===== config.mk =====
export PLATFORM = sky130hd
export DESIGN_NAME = sm_div_seq
export DESIGN_NICKNAME = d
export VERILOG_FILES = /design/src/rtl/sm_div_seq.sv
export SDC_FILE = /design/constraint.sdc
export NUM_CORES = 1
export LEC_CHECK = 0
export CELL_PAD_IN_SITES_DETAIL_PLACEMENT = 1
export CELL_PAD_IN_SITES_GLOBAL_PLACEMENT = 1
export CORE_MARGIN = 10
export CORE_UTILIZATION = 35
export DETAILED_ROUTE_END_ITERATION = 7
export PLACE_DENSITY = 0.74
export SYNTH_ARGS = -nofsm -noshare
export SYNTH_HDL_FRONTEND = slang
export SYNTH_SLANG_ARGS = --single-unit

===== constraint.sdc =====
create_clock -name clk_i -period 1.9 [get_ports clk_i]
set_clock_uncertainty 0.2 [all_clocks]
set_input_delay 0.475 -clock clk_i [delete_from_list [all_inputs] [get_ports clk_i]]
set_output_delay 0.475 -clock clk_i [all_outputs]
set_load 0.05 [all_outputs]

===== src/rtl/sm_div_seq.sv =====
// Sequential sign-magnitude divider: restoring division, one quotient bit per clock.
// Results and flags are registered on the edge into DONE and held until the next completion.
module sm_div_seq #(
  parameter int DW = 4,
  parameter int VW = 2
) (
  input  logic          clk_i,
  input  logic          rst_i,
  input  logic          start_i,
  input  logic [DW:0]   dividend_i,
  input  logic [VW:0]   divisor_i,
  output logic          busy_o,
  output logic          done_o,
  output logic [DW:0]   quotient_o,
  output logic [VW:0]   remainder_o,
  output logic          zeroFlag_o,
  output logic          negativeFlag_o,
  output logic          divZeroFlag_o
);

  localparam int CW = $clog2(DW + 1);

  typedef enum logic [1:0] {
    S_IDLE,
    S_DIVIDE,
    S_DONE
  } state_t;

  state_t        state_q, state_d;
  logic [DW-1:0] dvd_q, dvd_d;
  logic [VW-1:0] dvs_q, dvs_d;
  logic [VW-1:0] rem_q, rem_d;
  logic [DW-1:0] quo_q, quo_d;
  logic [CW-1:0] cnt_q, cnt_d;
  logic          qsign_q, qsign_d;
  logic          rsign_q, rsign_d;

  logic [DW:0]   quot_q, quot_d;
  logic [VW:0]   remo_q, remo_d;
  logic          zero_q, zero_d;
  logic          neg_q, neg_d;
  logic          dz_q, dz_d;

  logic [VW:0]   shifted;
  logic [VW+1:0] trial;
  logic          qbit;
  logic [VW-1:0] rem_iter;
  logic [DW-1:0] quo_iter;
  logic          last_iter;
  logic          dvs_zero;

  // The partial remainder is always below the divisor, so VW bits hold it between
  // iterations; the extra bit of the trial difference is the borrow.
  always_comb begin
    shifted   = {rem_q, dvd_q[DW-1]};
    trial     = {1'b0, shifted} - {2'b00, dvs_q};
    qbit      = ~trial[VW+1];
    rem_iter  = qbit ? trial[VW-1:0] : shifted[VW-1:0];
    quo_iter  = {quo_q[DW-2:0], qbit};
    last_iter = (cnt_q == CW'(DW - 1));
    dvs_zero  = (divisor_i[VW-1:0] == '0);
  end

  always_comb begin
    state_d = state_q;
    dvd_d   = dvd_q;
    dvs_d   = dvs_q;
    rem_d   = rem_q;
    quo_d   = quo_q;
    cnt_d   = cnt_q;
    qsign_d = qsign_q;
    rsign_d = rsign_q;
    quot_d  = quot_q;
    remo_d  = remo_q;
    zero_d  = zero_q;
    neg_d   = neg_q;
    dz_d    = dz_q;
    case (state_q)
      S_IDLE, S_DONE: begin
        state_d = S_IDLE;
        if (start_i) begin
          dvd_d   = dividend_i[DW-1:0];
          dvs_d   = divisor_i[VW-1:0];
          rem_d   = '0;
          quo_d   = '0;
          cnt_d   = '0;
          qsign_d = dividend_i[DW] ^ divisor_i[VW];
          rsign_d = dividend_i[DW];
          if (dvs_zero) begin
            // Divide-by-zero completes immediately with a fixed result.
            state_d = S_DONE;
            quot_d  = '0;
            remo_d  = '0;
            zero_d  = 1'b1;
            neg_d   = 1'b0;
            dz_d    = 1'b1;
          end else begin
            state_d = S_DIVIDE;
          end
        end
      end
      S_DIVIDE: begin
        dvd_d = {dvd_q[DW-2:0], 1'b0};
        rem_d = rem_iter;
        quo_d = quo_iter;
        cnt_d = cnt_q + 1'b1;
        if (last_iter) begin
          // Signs are dropped on zero magnitudes so negative zero never leaves the block.
          state_d = S_DONE;
          quot_d  = {qsign_q & (|quo_iter), quo_iter};
          remo_d  = {rsign_q & (|rem_iter), rem_iter};
          zero_d  = ~(|quo_iter);
          neg_d   = qsign_q & (|quo_iter);
          dz_d    = 1'b0;
        end
      end
      default: state_d = S_IDLE;
    endcase
  end

  always_ff @(posedge clk_i) begin
    if (rst_i) begin
      state_q <= S_IDLE;
      dvd_q   <= '0;
      dvs_q   <= '0;
      rem_q   <= '0;
      quo_q   <= '0;
      cnt_q   <= '0;
      qsign_q <= 1'b0;
      rsign_q <= 1'b0;
      quot_q  <= '0;
      remo_q  <= '0;
      zero_q  <= 1'b0;
      neg_q   <= 1'b0;
      dz_q    <= 1'b0;
    end else begin
      state_q <= state_d;
      dvd_q   <= dvd_d;
      dvs_q   <= dvs_d;
      rem_q   <= rem_d;
      quo_q   <= quo_d;
      cnt_q   <= cnt_d;
      qsign_q <= qsign_d;
      rsign_q <= rsign_d;
      quot_q  <= quot_d;
      remo_q  <= remo_d;
      zero_q  <= zero_d;
      neg_q   <= neg_d;
      dz_q    <= dz_d;
    end
  end

  assign busy_o         = (state_q == S_DIVIDE);
  assign done_o         = (state_q == S_DONE);
  assign quotient_o     = quot_q;
  assign remainder_o    = remo_q;
  assign zeroFlag_o     = zero_q;
  assign negativeFlag_o = neg_q;
  assign divZeroFlag_o  = dz_q;

endmodule


==> metrics.md <==
| Metric | Value |
|---|---|
| Status | `completed` |
| Yosys reg bits | `28` |
| Rel. slew slack | `0.791` |
| Internal cell power | `842 uW` |
| Final Critical Period | `1.83 ns` |
| Synth Cell Area | `0.00121 sq mm` |
| Top-area cell type share of the netlist area | `0.462` |
| Compound-Gate Fraction of Synth Area | `0.192` |
| Critical path class | `flip-flop to flip-flop` |
| Slew @ Worst Pin | `0.312 ns` |
| Multi-input logic area | `584 sq um` |
| Leakage | `0.000660 uW` |
| WL met1 | `1.40 mm` |
| First-pass GRT wire length | `5.63 mm` |
| Crit path required time | `1.94 ns` |
| CTS Root Cell | `clkbuf_4` |
| Adder-Cell Fraction of Synth Area | `0.0413` |
| Initial antenna violation count | `0` |
| Final WL | `3.22 mm` |
| Io pins | `24` |
| Worst-path fanout max | `5` |
| Largest family of logic cells by synthesized area | `simple AND/OR/NAND/NOR gates` |
| Clk Latency, worst-skew pair | `0.33 ns` |
| Synthesized Nets | `145` |
| Seq pwr share | `0.541` |
| DRC | `0` |
| GRT Total Usage | `0.110` |
| Worst vdd ir | `0.000493 V` |
| Chip height | `78.9 um` |
| Primary FF master, synth | `dfxtp_1` |
| CTS sink count | `28` |
| Cell count after synthesis | `130` |
| Max-Cap Viols | `0` |
| Final core utilization | `0.507` |
| Synth Warn # | `0` |
| Hpwl dp | `2.46 mm` |
| Vias in the first global route | `1137` |
| Synth top cells by count | `nor2_1 (30), dfxtp_1 (28), a22oi_1 (11)` |
| Tcrit/Tclk final | `0.961` |
| CTS tree | `yes` |
| Area contributors post-synth | `dfxtp_1 (46%), nor2_1 (9.3%), a22oi_1 (6.8%)` |
| Synth Area in XOR/XNOR | `0.00722` |
| Via count | `1033` |
| CP endpoint kind | `flip-flop` |
| Comb power frac | `0.207` |
| Fraction of layout cells with a size suffix above 1 | `0.241` |
| WP data arrival | `1.87 ns` |
| Initial Util | `0.363` |
| Vias per cell | `5.06` |
| TritonCTS Buffers | `3` |
| CP max stage cell | `or3_4` |
| Worst path cell trace | `inv_1, ha_1, nor2b_2, or3_4, a32oi_1, nor2_1` |
| Clock share of power | `0.251` |
| Post-route ant nets | `0` |
| Most frequent cell after synthesis | `nor2_1` |
| FF/Latch Area | `562 sq um` |
| Seq/Total Area, Yosys | `0.462` |
| Site Rows | `21` |
| Post-synthesis mux area share | `0.0330` |
| Achievable frequency | `0.548 GHz` |
| EDFF count, synth | `0` |
| Layout net count | `174` |
| Max clock buf depth | `2` |
| Highest routed layer | `met4` |
| Slew Viols, Final | `0` |
| Synth area leader | `dfxtp_1` |
| Met2 wire length | `1.62 mm` |
| Final hold violation count | `0` |
| Wire length per cell | `15.8 um` |
| Fillers | `384` |
| Final setup viols | `0` |
| H-tree Lvls | `1` |
| First DRT Iteration DRCs | `48` |
| Hold WC Path Type | `flip-flop to flip-flop` |
| CP peak stage delay | `0.39 ns` |
| Syn-to-layout area delta | `39.6%` |
| Crit path launch type | `flip-flop` |
| Die area | `0.00622 sq mm` |
| Die Width | `78.9 um` |
| Fin Setup TNS | `0 ns` |
| Psw | `325 uW` |
| PortBufs | `23` |
| Ant diodes | `0` |
| GP Congestion | `0.846` |
| Clock slew seen by the registers of the worst setup and hold paths | `0.15 ns` |
| Synth Area in Simple Gates | `0.199` |
| Async set-or-reset flop fraction in the synthesized netlist | `0` |
| Synthesized area per cell | `9.33 sq um` |
| Distinct cell type count after synthesis | `33` |
| Area of the core | `0.00334 sq mm` |
| Sw frac | `0.279` |
| Wire length on met3 | `173 um` |
| Cell Pwr Density | `689 mW/mm^2` |
| Drt pass-1 iters | `4` |
| Gr ovfl total | `0` |
| Largest net degree at the start of global routing | `16` |
==> placed cells by master (no fill, tap or decap) <==
cell type and n:
ha_1 4, and3b_2 1, clkbuf_8 1, clkdlybuf4s50_1 10, or2_1 1, a211oi_1 4
xnor2_1 1, nor2b_2 1, a32oi_1 1, o21ai_0 1, buf_12 13, a21oi_4 1
dfxtp_1 27, or3_1 1, nor2_1 30, nand3_1 1, buf_4 10, o31a_1 1
a21o_1 1, inv_4 1, nand2_1 1, clkbuf_4 3, a211oi_2 2, or2_4 1
inv_1 3, or3_4 1, nor2_4 1, a32oi_2 1, o21ai_1 2, a21oi_1 6
a22oi_1 11, nand2b_1 2, nor3_1 3, nand3b_1 2, mux2i_1 4, dfxtp_2 1
nor2b_1 3
==> area by class of cell <==
| type | instances | area share |
|---|---|---|
| Timing Repair Buffer | 33 | 0.257 |
| Sequential cell | 28 | 0.332 |
| Inverter | 4 | 0.0103 |
| Multi-Input combinational cell | 89 | 0.345 |
| Clock buffer | 4 | 0.0214 |
| Tap cell | 46 | 0.0340 |
==> worst max-delay path, delay by kind of cell (launching register included) <==
| kind | cells | cell delay [ns] |
|---|---|---|
| adder cells (fa/ha/maj) | 1 | 0.31 |
| flip-flops | 1 | 0.34 |
| AND/OR/NAND/NOR | 3 | 0.63 |
| AO/OA/AOI/OAI | 1 | 0.20 |
| buffers and inverters | 1 | 0.05 |
==> power groups by stage <==
stage	Combinational [uW]	Sequential (uW)	Clock [uW]
after floorplan	145	645	0
after global placement	222	642	0
after detailed placement	233	644	0
after CTS	239	631	310
after global routing	267	635	326
final	242	632	293
==> layer usage <==
layer / global-route usage / up-vias
met5: 0 / -
met4: 0.0233 / 0
met3: 0.0405 / 4
met2: 0.205 / 19
met1: 0.115 / 505
li1: - / 505
==> per-stage QoR <==
step	cell area [sq um]	instances	total power, uW	setup WS [ns]	hold slack (ns)
6_report	1690	204	1170	0.0747	0.293
5_1_grt	1690	204	1230	-0.000834	0.315
4_1_cts	1680	204	1180	0.0780	0.295
3_5_place_dp	1640	199	877	-0.122	0.268
3_3_place_gp	1640	199	864	-0.0510	0.265
2_1_floorplan	1210	130	790	0.186	0.248
==> flip-flops by register name, indices dropped and copies added (netlist names) <==
| register | cells |
|---|---|
| quo_q | 3 |
| dvs_q | 2 |
| cnt_q | 3 |
| divZeroFlag_o | 1 |
| rem_q | 2 |
| dvd_q | 4 |
| rsign_q | 1 |
| remainder_o | 3 |
| quotient_o | 5 |
| state_q | 2 |
| zeroFlag_o | 1 |
| qsign_q | 1 |
==> kinds of logic after synthesis <==
kind of cell | count (synthesis)
compound gates | 31
xor+xnor | 1
fa+ha+maj | 4
buf+inv | 13
flops | 28
mux | 4
simple gates | 49
==> path summary, 6_finish.rpt <==
kind	startpoint	to	slack, ns	cells after the start
max reg2reg	dvs_q[1]	remainder_o[0]	0.07	6
min reg2reg	qsign_q	quotient_o[4]	0.29	2
min	qsign_q	quotient_o[4]	0.29	2
max	dvs_q[1]	remainder_o[0]	0.07	6
==> what timing repair did <==
item | CTS | global route
setup buffers | 1 | 0
resized for setup | 0 | 4
gates cloned | 0 | 0
setup endpoints to repair | 1 | 4
hold buffers | 0 | 0
pin swaps | 0 | 0
No activity file was read; power rests on OpenSTA's default activity.
